===== src/rtl/mem_arbiter.sv =====
// Single-port memory arbiter shared by instruction fetch and data access.
// One access in flight; fetch/data alternate under contention.
module mem_arbiter #(
  parameter int MEM_LAT = 2
) (
  input  logic        clk,
  input  logic        rst,
  input  logic        if_req,
  input  logic [31:0] if_addr,
  input  logic        if_flush,
  output logic [31:0] if_rdata,
  output logic        if_valid,
  output logic        if_stall,
  input  logic        dm_rd,
  input  logic        dm_wr,
  input  logic [31:0] dm_addr,
  input  logic [31:0] dm_wdata,
  input  logic [2:0]  dm_func,
  output logic [31:0] dm_rdata,
  output logic        dm_valid,
  output logic        dm_stall,
  output logic        dm_err,
  output logic        mem_en,
  output logic        mem_we,
  output logic [31:0] mem_addr,
  output logic [31:0] mem_wdata,
  output logic [2:0]  mem_func,
  input  logic [31:0] mem_rdata
);

  typedef enum logic [1:0] {
    S_IDLE,
    S_BUSY,
    S_DONE
  } state_t;

  localparam logic [1:0] LAT_M1 = 2'(MEM_LAT - 1);
  localparam logic [2:0] FN_WORD = 3'b010;

  state_t      r_state;
  state_t      w_next;
  logic [1:0]  r_cnt;
  logic        r_last_d;
  logic        r_own_d;
  logic        r_we;
  logic        r_flush;
  logic [31:0] r_addr;
  logic [31:0] r_wdata;
  logic [2:0]  r_func;
  logic [31:0] r_cap;

  logic        w_dreq;
  logic        w_any;
  logic        w_gnt_d;
  logic        w_idle;

  assign w_dreq  = dm_rd | dm_wr;
  assign w_any   = w_dreq | if_req;
  assign w_gnt_d = w_dreq & ~(r_last_d & if_req);
  assign w_idle  = (r_state == S_IDLE);

  // State register
  always_ff @(posedge clk or negedge rst) begin
    if (!rst) r_state <= S_IDLE;
    else      r_state <= w_next;
  end

  // Next-state: grant from IDLE, count down in BUSY, one DONE cycle
  always_comb begin
    w_next = r_state;
    unique case (r_state)
      S_IDLE: if (w_any) w_next = S_BUSY;
      S_BUSY: if (r_cnt == 2'd0) w_next = S_DONE;
      S_DONE: w_next = S_IDLE;
      default: w_next = S_IDLE;
    endcase
  end

  // Grant latches, latency counter, flush marker and read capture
  always_ff @(posedge clk or negedge rst) begin
    if (!rst) begin
      r_cnt    <= 2'd0;
      r_last_d <= 1'b0;
      r_own_d  <= 1'b0;
      r_we     <= 1'b0;
      r_flush  <= 1'b0;
      r_addr   <= '0;
      r_wdata  <= '0;
      r_func   <= '0;
      r_cap    <= '0;
    end else begin
      unique case (r_state)
        S_IDLE: begin
          if (w_any) begin
            r_own_d  <= w_gnt_d;
            r_last_d <= w_gnt_d;
            r_we     <= w_gnt_d & dm_wr;
            r_addr   <= w_gnt_d ? dm_addr : if_addr;
            r_wdata  <= w_gnt_d ? dm_wdata : 32'd0;
            r_func   <= w_gnt_d ? dm_func : FN_WORD;
            r_cnt    <= LAT_M1;
            r_flush  <= 1'b0;
          end
        end
        S_BUSY: begin
          if (r_cnt == 2'd0) r_cap <= mem_rdata;
          else               r_cnt <= r_cnt - 2'd1;
          if (!r_own_d && if_flush) r_flush <= 1'b1;
        end
        default: ;
      endcase
    end
  end

  assign mem_en    = (r_state == S_BUSY);
  assign mem_we    = (r_state == S_BUSY) & r_we;
  assign mem_addr  = r_addr;
  assign mem_wdata = r_wdata;
  assign mem_func  = r_func;

  assign if_valid = (r_state == S_DONE) & ~r_own_d
                  & ~r_flush & ~if_flush;
  assign dm_valid = (r_state == S_DONE) & r_own_d;
  assign if_rdata = r_cap;
  assign dm_rdata = r_cap;

  assign dm_err = rst & w_idle & w_gnt_d & dm_rd & dm_wr;

  assign if_stall = if_req & ~if_valid;
  assign dm_stall = w_dreq & ~dm_valid;

endmodule


===== config.mk =====
export PLATFORM = sky130hd
export DESIGN_NAME = mem_arbiter
export DESIGN_NICKNAME = d
export VERILOG_FILES = /design/src/rtl/mem_arbiter.sv
export SDC_FILE = /design/constraint.sdc
export NUM_CORES = 1
export LEC_CHECK = 0
export CAP_MARGIN = 20
export CORE_MARGIN = 8
export CORE_UTILIZATION = 30
export DETAILED_ROUTE_END_ITERATION = 12
export GPL_TIMING_DRIVEN = 0
export PLACE_DENSITY_LB_ADDON = 0.08
export SYNTH_ARGS = -nofsm -noshare
export SYNTH_HDL_FRONTEND = slang
export SYNTH_SLANG_ARGS = --single-unit

===== constraint.sdc =====
create_clock -name clk -period 4.3 [get_ports clk]
set_clock_uncertainty 0.05 [all_clocks]
set_input_delay 1.29 -clock clk [delete_from_list [all_inputs] [get_ports clk]]
set_output_delay 1.29 -clock clk [all_outputs]
set_load 0.02 [all_outputs]

## Yosys cells after proc, flatten, opt, wreduce, memory -nomap -nowiden

Index checks and enable logic that the tools add are counted.

| storage, ports and cells | value |
|---|---|
| flip-flop bits (word level) | 106 |
| latch bits | 0 |
| bits in writable memories | 0 |
| memory bits (read-only) | 0 |
| input bits | 137 |
| memories kept | 0 |

| cells by class | value |
|---|---|
| $add $sub $neg | 1 |
| multipliers | 0 |
| divide/modulo/power cells | 0 |
| order comparisons | 0 |
| equal/unequal tests | 6 |
| shift-type cells | 0 |
| multiplexer cells | 11 |
| bitwise gates (word level) | 22 |
| reductions and logical operators | 10 |

Operators with widths:

| operator | number |
|---|---|
| $mux 32 | 2 |
| $and 1x1->1 | 14 |
| $pmux 2 s2 | 2 |
| $mux 2 | 3 |
| $not 1->1 | 6 |
| $reduce_and 2->1 | 3 |
| $reduce_and 3->1 | 2 |
| $logic_not 2->1 | 2 |
| $ne 2x1->1 const B | 2 |
| $ne 2x2->1 const B | 2 |
| $mux 3 | 1 |
| $eq 2x1->1 const B | 1 |
| $eq 2x2->1 const B | 1 |
| $mux 1 | 2 |
| $or 1x1->1 | 2 |
| $pmux 1 s2 | 1 |
| $reduce_bool 2->1 | 1 |
| $sub 2x1->2 const B | 1 |
| $logic_and 1x1->1 | 1 |
| $logic_not 1->1 | 1 |

## Logic depth before layout (Yosys ltp)

Gate-level depths: netlist of the first run.

| logic depth | value |
|---|---|
| word-level depth | 6 |
| depth in mapped cells | 6 |

## Least setup slack after synthesis of the first run

Ideal clock, no wire load.

| timing | value |
|---|---|
| path type | input port to output port |
| start | input port if_flush |
| end | output port if_stall |
| arrival time | 2306 ps |
| data required time | 2960 ps |
| setup slack | 654 ps |
| cell stages on the path | 2 |
| buffers on the path | 0 |
| path through | nor4_1 -> nor2b_1 |

| between the ends | value |
|---|---|
| cells in the longest elaborated chain, start to end | 4 |

RTL lines:

| item | RTL line | RTL |
|---|---|---|
| from (decl) | 10 | `input logic if_flush,` |
| $not 1->1 | 122 | `& ~r_flush & ~if_flush;` |
| $and 1x1->1 | 122 |  |
| $not 1->1 | 129 | `assign if_stall = if_req & ~if_valid;` |
| $and 1x1->1 | 129 |  |
| to (decl) | 13 | `output logic if_stall,` |

Every way passes these cells.

## Final worst setup path of the first run

| timing | value |
|---|---|
| start | input port if_flush |
| end | output port if_valid |

| between the ends | value |
|---|---|
| cells in the longest elaborated chain, start to end | 2 |

RTL lines:

| item | RTL line | RTL |
|---|---|---|
| $not 1->1 | 122 |  |
| $and 1x1->1 | 122 |  |
| to (decl) | 12 | `output logic if_valid,` |

Every way passes these cells.

==> results of run 1 <==
## worst register-to-register path, cell delays in order (launching register included)
cell     delay, ps
dfrtp_1        440
nor2_1         530
nand2_2        280
buf_2          280
a22o_1         250
## flip-flops by register name, indices dropped and copies added (netlist names)
name / count
dm_rdata: 32
r_we: 1
r_own_d: 1
r_state: 2
mem_addr: 32
r_cnt: 2
mem_wdata: 32
r_flush: 1
mem_func: 3
## where the power goes
part           switching, mW  internal, mW  leakage (nW)  total [mW]
Sequential             0.301          1.48          1.26        1.78
Combinational           1.74          1.88          1.96        3.62
Clock                  0.372         0.509         0.151       0.881
## final timing paths
kind	startpoint	endpoint	slack, ps	depth (start not counted)
max in group asynchronous	rst	mem_addr[13]	2780	2
worst max register to register	r_state[1]	mem_wdata[4]	2360	4
worst min-delay path	r_cnt[0]	r_cnt[0]	430	1
worst min register to register	r_cnt[0]	r_cnt[0]	430	1
worst max-delay path	if_flush	if_valid	140	3
min in group asynchronous	rst	mem_wdata[5]	790	1
## routing by layer
metal	up-vias	GRT usage (%)	part of all wire, %
li1	1826	-	-
met1	1891	17.57	41
met2	160	26.38	49
met3	14	5.749	8.0
met4	0	5.661	1.6
met5	-	0	0
## cells in the mapped netlist (3+ instances only)
master	n	area (µm²)
nand2_1	3	11.26
buf_2	11	55.05
buf_4	32	240.2
nor2_1	4	15.01
mux2i_1	32	320.3
clkbuf_1	8	30.03
inv_1	5	18.77
buf_6	4	45.04
mux2_2	32	360.4
dfrtp_1	106	2653
a21oi_1	65	325.3
a22o_1	34	297.8
## cells by family after synthesis
logic type | Yosys count | synth area share, %
buf+inv | 60 | 8.556
flops | 106 | 58.32
compound gates | 106 | 15.08
simple gates | 19 | 2.476
fa+ha+maj | 1 | 0.2751
mux | 65 | 15.30
## final cells by class
class	instances	area share, %
multi-input cells	191	19.12
plain buffers	55	4.700
clock inverters	7	1.191
flip-flops and latches	106	33.66
clock buffers	9	2.858
well taps	188	2.985
inverters	5	0.2382
repair buffers	275	35.25
## stage by stage
stage	worst slack (ps)	utilization, %
6_report	139.7	52.42
5_1_grt	7.661	52.42
4_1_cts	18.36	52.40
3_5_place_dp	-195.6	50.23
3_3_place_gp	-3719	50.06
2_1_floorplan	653.5	-
==> flow_summary.toml, run 1 <==
[cts]
cts_tree = "done"
ctsHoldBuffers = 0
htree_levels = 3
clkTransAtPathRegs_ps = 70
postCtsSetupRepairBufs = 0
cts_resized = 2
cts_sinks = 106
insertion_delay_ps = 340
ctsRootBufferMaster = "clkbuf_16"
cts_buffer_depth = 2
cts_made_buffers = 9

[place]
port_buffers = 274
place_congestion = 0.7390
dp_hpwl_mm = 12.08
dp.cells = 820
place_area_mm2 = 0.007551

[logic_synthesis]
synth.distinct_cells = 32
ys_seq_elements = 106
syn-num-nets = 495
synth_ff_type = "dfrtp_1"
ys_warn_count = 0
synth_edf_count = 0
seq_area_frac_synth_pct = 58.32
syn_inst = 357
syn_avg_cell_area_um2 = 12.74
synth_area_mm2 = 0.004548
async_flop_share_pct = 100.0

[setup_path]
path_cells = "clkdlybuf4s50_1, nor4_1, clkdlybuf4s50_1"
cp-start-kind = "primary input"
cp_top_family = "buffers and inverters"
slowest_delay_ps = 700
cp.arrival_ps = 2820
path_max_fanout = 2
crit_buf_inv = 2
cp.required_ps = 2960
cp_common_cell = "clkdlybuf4s50_1"
path_class = "in2out"
cp-end-kind = "primary output"
slowest_stage = "clkdlybuf4s50_1"

[route]
vias_per_cell = 4.654
drt_iter0_drc = 94
vias = 3891
wire_per_inst_um = 18.12
dr.pass1.iters = 4
drc = 0
drtAntennaViolNets = 0
finalWirelength_mm = 15.15

[layout]
layout_common_cells = "272 x clkdlybuf4s50_1, 106 x dfrtp_1, 65 x a21oi_1"
antenna_cells = 0
seq_area_mm2 = 0.002653
finalInstanceArea_mm2 = 0.007880
drive_above_1_share_pct = 15.74
final_common_cell = "clkdlybuf4s50_1"
nets = 781
multiInputGateArea_mm2 = 0.001506
layout.cells.non_filler = 836
nFillCells = 1376
area_growth_pct = 73.26

[die]
die_area_mm2 = 0.01936
die_x_um = 139.1
fp-row-count = 45
core_area_mm2 = 0.01503
die_y_um = 139.1
ios = 275
initial_core_util_pct = 30.25

[sta]
rsz0062_at_grt = "no"
setup_viol = 0
fin_hold_ws_ps = 430.7
tightest_slew_ps = 644.2
period_minus_slack_ps = 4160
setup_tns_ps = 0
slew_headroom_pct = 56.90
clock.fmax_mhz = 240.4
fin_crit_sh_pct = 96.75
drv_slew = 0
hold_viol = 0

[run_status]
outcome = "complete, no violations"

[job]
maxCapViolations = 0

[power_and_ir_drop]
power.density_mw_per_mm2 = 796.9
power_mw = 6.279
peakVddDrop_uv = 293.9
p_leak_nw = 3.366

[global_route]
grt_pass1_wl_mm = 23.53
antenna_found_initial = 0
grt_pass1_vias = 4106
groute.usage.overall_pct = 15.54
grt_max_degree = 60
grt-ovfl-total = 0

[hold_path]
hold_class = "reg2reg"
No activity file was read; power rests on OpenSTA's default activity.
==> run 2, diff against run 1 <==
--- a/config.mk
+++ b/config.mk
@@ -7,5 +7,5 @@
 export LEC_CHECK = 0
 export CAP_MARGIN = 20
-export CORE_MARGIN = 8
+export CORE_MARGIN = 2
 export CORE_UTILIZATION = 30
 export DETAILED_ROUTE_END_ITERATION = 12
--- a/constraint.sdc
+++ b/constraint.sdc
@@ -3,3 +3,3 @@
 set_input_delay 1.29 -clock clk [delete_from_list [all_inputs] [get_ports clk]]
 set_output_delay 1.29 -clock clk [all_outputs]
-set_load 0.02 [all_outputs]
+set_load 0.005 [all_outputs]
==> run 2 against run 1 <==
Utilization is 0.50 points lower; worst hold slack better by 4.4 ps; setup slack worse by 23 ps; critical endpoint is now dm_err; highest routed layer unchanged.
==> flow_summary.toml, run 2 (same netlist as run 1, synthesis figures left out) <==
[sta]
fin_crit_sh_pct = 97.28
period_minus_slack_ps = 4183
clock.fmax_mhz = 239.1
rsz0062_at_grt = "no"
fin_hold_ws_ps = 435.1
drv_slew = 0
setup_viol = 0
slew_headroom_pct = 53.42
hold_viol = 0
tightest_slew_ps = 696.1

[route]
finalWirelength_mm = 13.61
dr.pass1.iters = 4
vias = 3848
drtAntennaViolNets = 0
wire_per_inst_um = 16.33
drt_iter0_drc = 98
vias_per_cell = 4.619
drc = 0

[layout]
multiInputGateArea_mm2 = 0.001506
final_common_cell = "clkdlybuf4s50_1"
antenna_cells = 0
area_growth_pct = 71.61
layout_common_cells = "273 x clkdlybuf4s50_1, 106 x dfrtp_1, 65 x a21oi_1"
nFillCells = 1370
finalInstanceArea_mm2 = 0.007805
nets = 781
drive_above_1_share_pct = 15.35
seq_area_mm2 = 0.002653
fin_util_pct = 51.92

[cts]
cts_sinks = 106
insertion_delay_ps = 340
cts_buffer_depth = 2
clkTransAtPathRegs_ps = 70
ctsRootBufferMaster = "clkbuf_16"
htree_levels = 3
cts_made_buffers = 9
cts_tree = "done"
ctsHoldBuffers = 0

[power_and_ir_drop]
power_mw = 5.367
power.density_mw_per_mm2 = 687.7
p_leak_nw = 3.319
peakVddDrop_uv = 225.5

[place]
place_area_mm2 = 0.007551
port_buffers = 274
place_congestion = 0.7702
dp_hpwl_mm = 10.46

[die]
fp-row-count = 45
ios = 275
die_x_um = 127.1
die_y_um = 127.1
core_area_mm2 = 0.01503
initial_core_util_pct = 30.25
die_area_mm2 = 0.01616

[setup_path]
cp.depth = 4
r2r-start = "r_state[1]"
slowest_stage = "clkdlybuf4s50_1"
path_class = "in2out"
regToRegEndpoint = "mem_wdata[9]"
cp_top_family = "buffers and inverters"
reg2reg_depth = 4
slowest_delay_ps = 550
cp.required_ps = 2960
crit_buf_inv = 2
rrSetupSlack_ps = 2320
cp_common_cell = "clkdlybuf4s50_1"
cp-start-kind = "primary input"
path_max_fanout = 4
cp.arrival_ps = 2840
path_cells = "clkdlybuf4s50_1, a21boi_0, and4_1, clkdlybuf4s50_1"
cp-end-kind = "primary output"

[global_route]
antenna_found_initial = 0
grt_pass1_wl_mm = 21.29
grt_pass1_vias = 3943
groute.usage.overall_pct = 16.89
grt_max_degree = 62
grt-ovfl-total = 0

[run_status]
outcome = "complete, no violations"

[hold_path]
min-delay-start = "r_cnt[0]"
min_path_cells = 1
hold_class = "reg2reg"
hold_end = "r_cnt[0]"

[job]
maxCapViolations = 0
## run 2: cell types whose count changed in the layout (fill, tap and decap cells not counted)
cell,previous run,this run
dlymetal6s2s_1,1,0
clkdlybuf4s50_1,272,273
bufinv_16,2,0
clkbuf_8,0,1
clkinvlp_4,2,1
clkinv_4,1,0
buf_8,1,0
clkinv_2,2,3
## run 2: cell type report
class / count / share of cell area (%)
timing repair buffer: 275 / 35.54
sequential: 106 / 33.99
multi-input combinational: 191 / 19.30
buffer: 55 / 4.745
tap: 188 / 3.014
clock buffer: 9 / 2.886
clock inverter: 4 / 0.2886
inverter: 5 / 0.2405
## run 2: where the power goes
group	internal (mW)	leakage, nW	total (mW)	switching [mW]
clock network	0.380	0.123	0.720	0.340
registers	1.48	1.26	1.78	0.298
logic	1.87	1.94	2.87	1.00
## run 2: through the flow
step	worst slack (ps)	setup TNS [ps]	cells
global route	0.7230	0	833
floorplan	1226	0	357
finish	116.9	0	833
CTS	75.39	0	833
detailed placement	-84.97	-84.97	820
global placement	-3614	-247560	819
## run 2: what timing repair did
action                                  4_1_cts  5_1_grt
endpoints found under the setup margin        1        1
buffers inserted                              0        0
cloned                                        0        0
resized for setup                             1        1
## run 2: worst max path at each step
| stage | startpoint | to | slack (ps) |
|---|---|---|---|
| 2_1_floorplan | if_flush | if_stall | 1230 |
| 4_1_cts | rst | dm_err | 80 |
| 6_report | dm_wr | dm_err | 120 |
| 3_5_place_dp | rst | dm_err | -80 |
| 3_3_place_gp | rst | dm_err | -3610 |
| 5_1_grt | rst | dm_err | 0.7 |
## run 2: routing by layer
metal / GRT usage [%] / vias to the layer above / wire length, µm
met4: 6.981 / 0 / 303
li1: - / 1820 / -
met1: 21.22 / 1845 / 5625
met2: 27.67 / 163 / 6677
met3: 4.564 / 20 / 1000
met5: 0 / - / 0
==> run 3, diff against run 2 <==
REMOVE_ABC_BUFFERS = 1   (was default)
==> run 3 against run 2 <==
Worst hold slack worse by 2.7 ps; clock power grew 18%; utilization down 0.99 points; total power fell by 0.37%; wire length decreased by 0.96%; highest routed layer unchanged.
==> flow_summary.toml, run 3 (same netlist as run 1, synthesis figures left out) <==
[run_status]
outcome = "complete, no violations"

[setup_path]
r2r-start = "r_state[0]"
path_class = "in2out"
cp-start-kind = "primary input"
slowest_stage = "clkdlybuf4s50_1"
cp-end-kind = "primary output"
path_max_fanout = 4
path_cells = "clkdlybuf4s50_1, a21boi_0, and4_1, clkdlybuf4s50_1"
cp_top_family = "buffers and inverters"
cp_common_cell = "clkdlybuf4s50_1"
slowest_delay_ps = 570
reg2reg_depth = 3
rrSetupSlack_ps = 1990
regToRegEndpoint = "mem_wdata[1]"
cp.required_ps = 2960
cp.arrival_ps = 2870
crit_buf_inv = 2

[layout]
final_common_cell = "clkdlybuf4s50_1"
drive_above_1_share_pct = 10.18
finalInstanceArea_mm2 = 0.007656
nets = 732
area_growth_pct = 68.34
layout_common_cells = "273 x clkdlybuf4s50_1, 106 x dfrtp_1, 65 x a21oi_1"
antenna_cells = 0
fin_util_pct = 50.93

[route]
vias = 3710
drc = 0
drtAntennaViolNets = 0
dr.pass1.iters = 4
wire_per_inst_um = 17.12
vias_per_cell = 4.714
drt_iter0_drc = 154
finalWirelength_mm = 13.48

[power_and_ir_drop]
p_sw_mw = 1.663
power.internal_mw = 3.684
power_frac_clock_pct = 15.9
p_leak_nw = 3.195
power.share.switching_pct = 31.10
peakVddDrop_uv = 327.2
power.density_mw_per_mm2 = 698.4
p_comb_share_pct = 50.2
seq_power_share_pct = 33.9

[cts]
cts_made_buffers = 9
htree_levels = 3
insertion_delay_ps = 340
ctsRootBufferMaster = "clkbuf_16"
clkTransAtPathRegs_ps = 70
cts_tree = "done"
ctsHoldBuffers = 0
cts_buffer_depth = 2
cts_sinks = 106

[sta]
fin_crit_sh_pct = 97.93
drv_slew = 0
setup_viol = 0
fin_ws_ps = 89.17
period_minus_slack_ps = 4211
tightest_slew_ps = 827.4
clock.fmax_mhz = 237.5
hold_viol = 0
setup_tns_ps = 0
rsz0062_at_grt = "no"
slew_headroom_pct = 44.66

[hold_path]
min_path_cells = 1
min-delay-start = "r_cnt[0]"
hold_class = "reg2reg"
hold_end = "r_cnt[0]"

[place]
place_congestion = 0.7570
dp_slack_ps = -23.51
place_area_mm2 = 0.007347
dp_hpwl_mm = 9.921
port_buffers = 274

[die]
die_x_um = 127.1
fp-row-count = 45
ios = 275
core_area_mm2 = 0.01503
die_area_mm2 = 0.01616
die_y_um = 127.1
initial_core_util_pct = 30.25

[global_route]
grt_max_degree = 63
grt-ovfl-total = 0
groute.usage.overall_pct = 16.54
grt_pass1_wl_mm = 20.77
grt_pass1_vias = 3875
antenna_found_initial = 0

[job]
maxCapViolations = 0
## run 3: cell count changes in the layout (fill, tap and decap cells not counted), moves of 3 or more
cell / delta
buf_4: -32
buf_2: -11
clkbuf_1: -7
buf_16: +4
buf_6: -3
## run 3: worst max path at each step
stage | from | endpoint | slack, ps | cells past startpoint
after global routing | dm_wr | dm_err | 20 | 4
after floorplan | dm_wr | mem_func[0] | 660 | 3
final | dm_wr | dm_err | 90 | 4
after global placement | rst | dm_err | -3560 | 3
after detailed placement | rst | dm_err | -20 | 4
after CTS | dm_wr | dm_err | 80 | 4
## run 3: area by class of cell
class,instances,area (µm²)
Clock buffer,12,256.5
Clock inverter,4,48.80
Fill cell,1327,7377
Inverter,5,18.77
Multi-Input combinational cell,191,1528
Sequential cell,106,2653
Tap cell,188,235.2
Timing Repair Buffer,281,2917
## run 3: power by group through the flow
stage	Sequential [mW]	Combinational [mW]	Clock, mW
floorplan	1.83	0.916	0
global placement	1.81	2.59	0
detailed placement	1.82	2.72	0
CTS	1.82	2.72	0.877
global route	1.88	2.90	0.918
finish	1.81	2.69	0.849
## run 3: what timing repair did
item / in CTS / in global routing
setup endpoints to repair: 1 / 0
resized for setup: 1 / 0
buffers inserted: 0 / 0
## run 3: per-layer routing
metal	vias up	wire length [µm]	global-route usage (%)	part of all wire, %
li1	1724	-	-	-
met1	1785	5631	21.01	42
met2	179	6257	26.09	46
met3	22	1288	5.486	9.6
met4	0	298	6.787	2.2
met5	-	0	0	0
## run 3: metrics by stage
| stage | std cells | total power [mW] | hold slack, ps |
|---|---|---|---|
| finish | 787 | 5.347 | 432.4 |
| global route | 787 | 5.705 | 457.4 |
| CTS | 787 | 5.422 | 434.4 |
| detailed placement | 771 | 4.537 | 422.6 |
| global placement | 764 | 4.398 | 411.4 |
| floorplan | 302 | 2.746 | 394.4 |
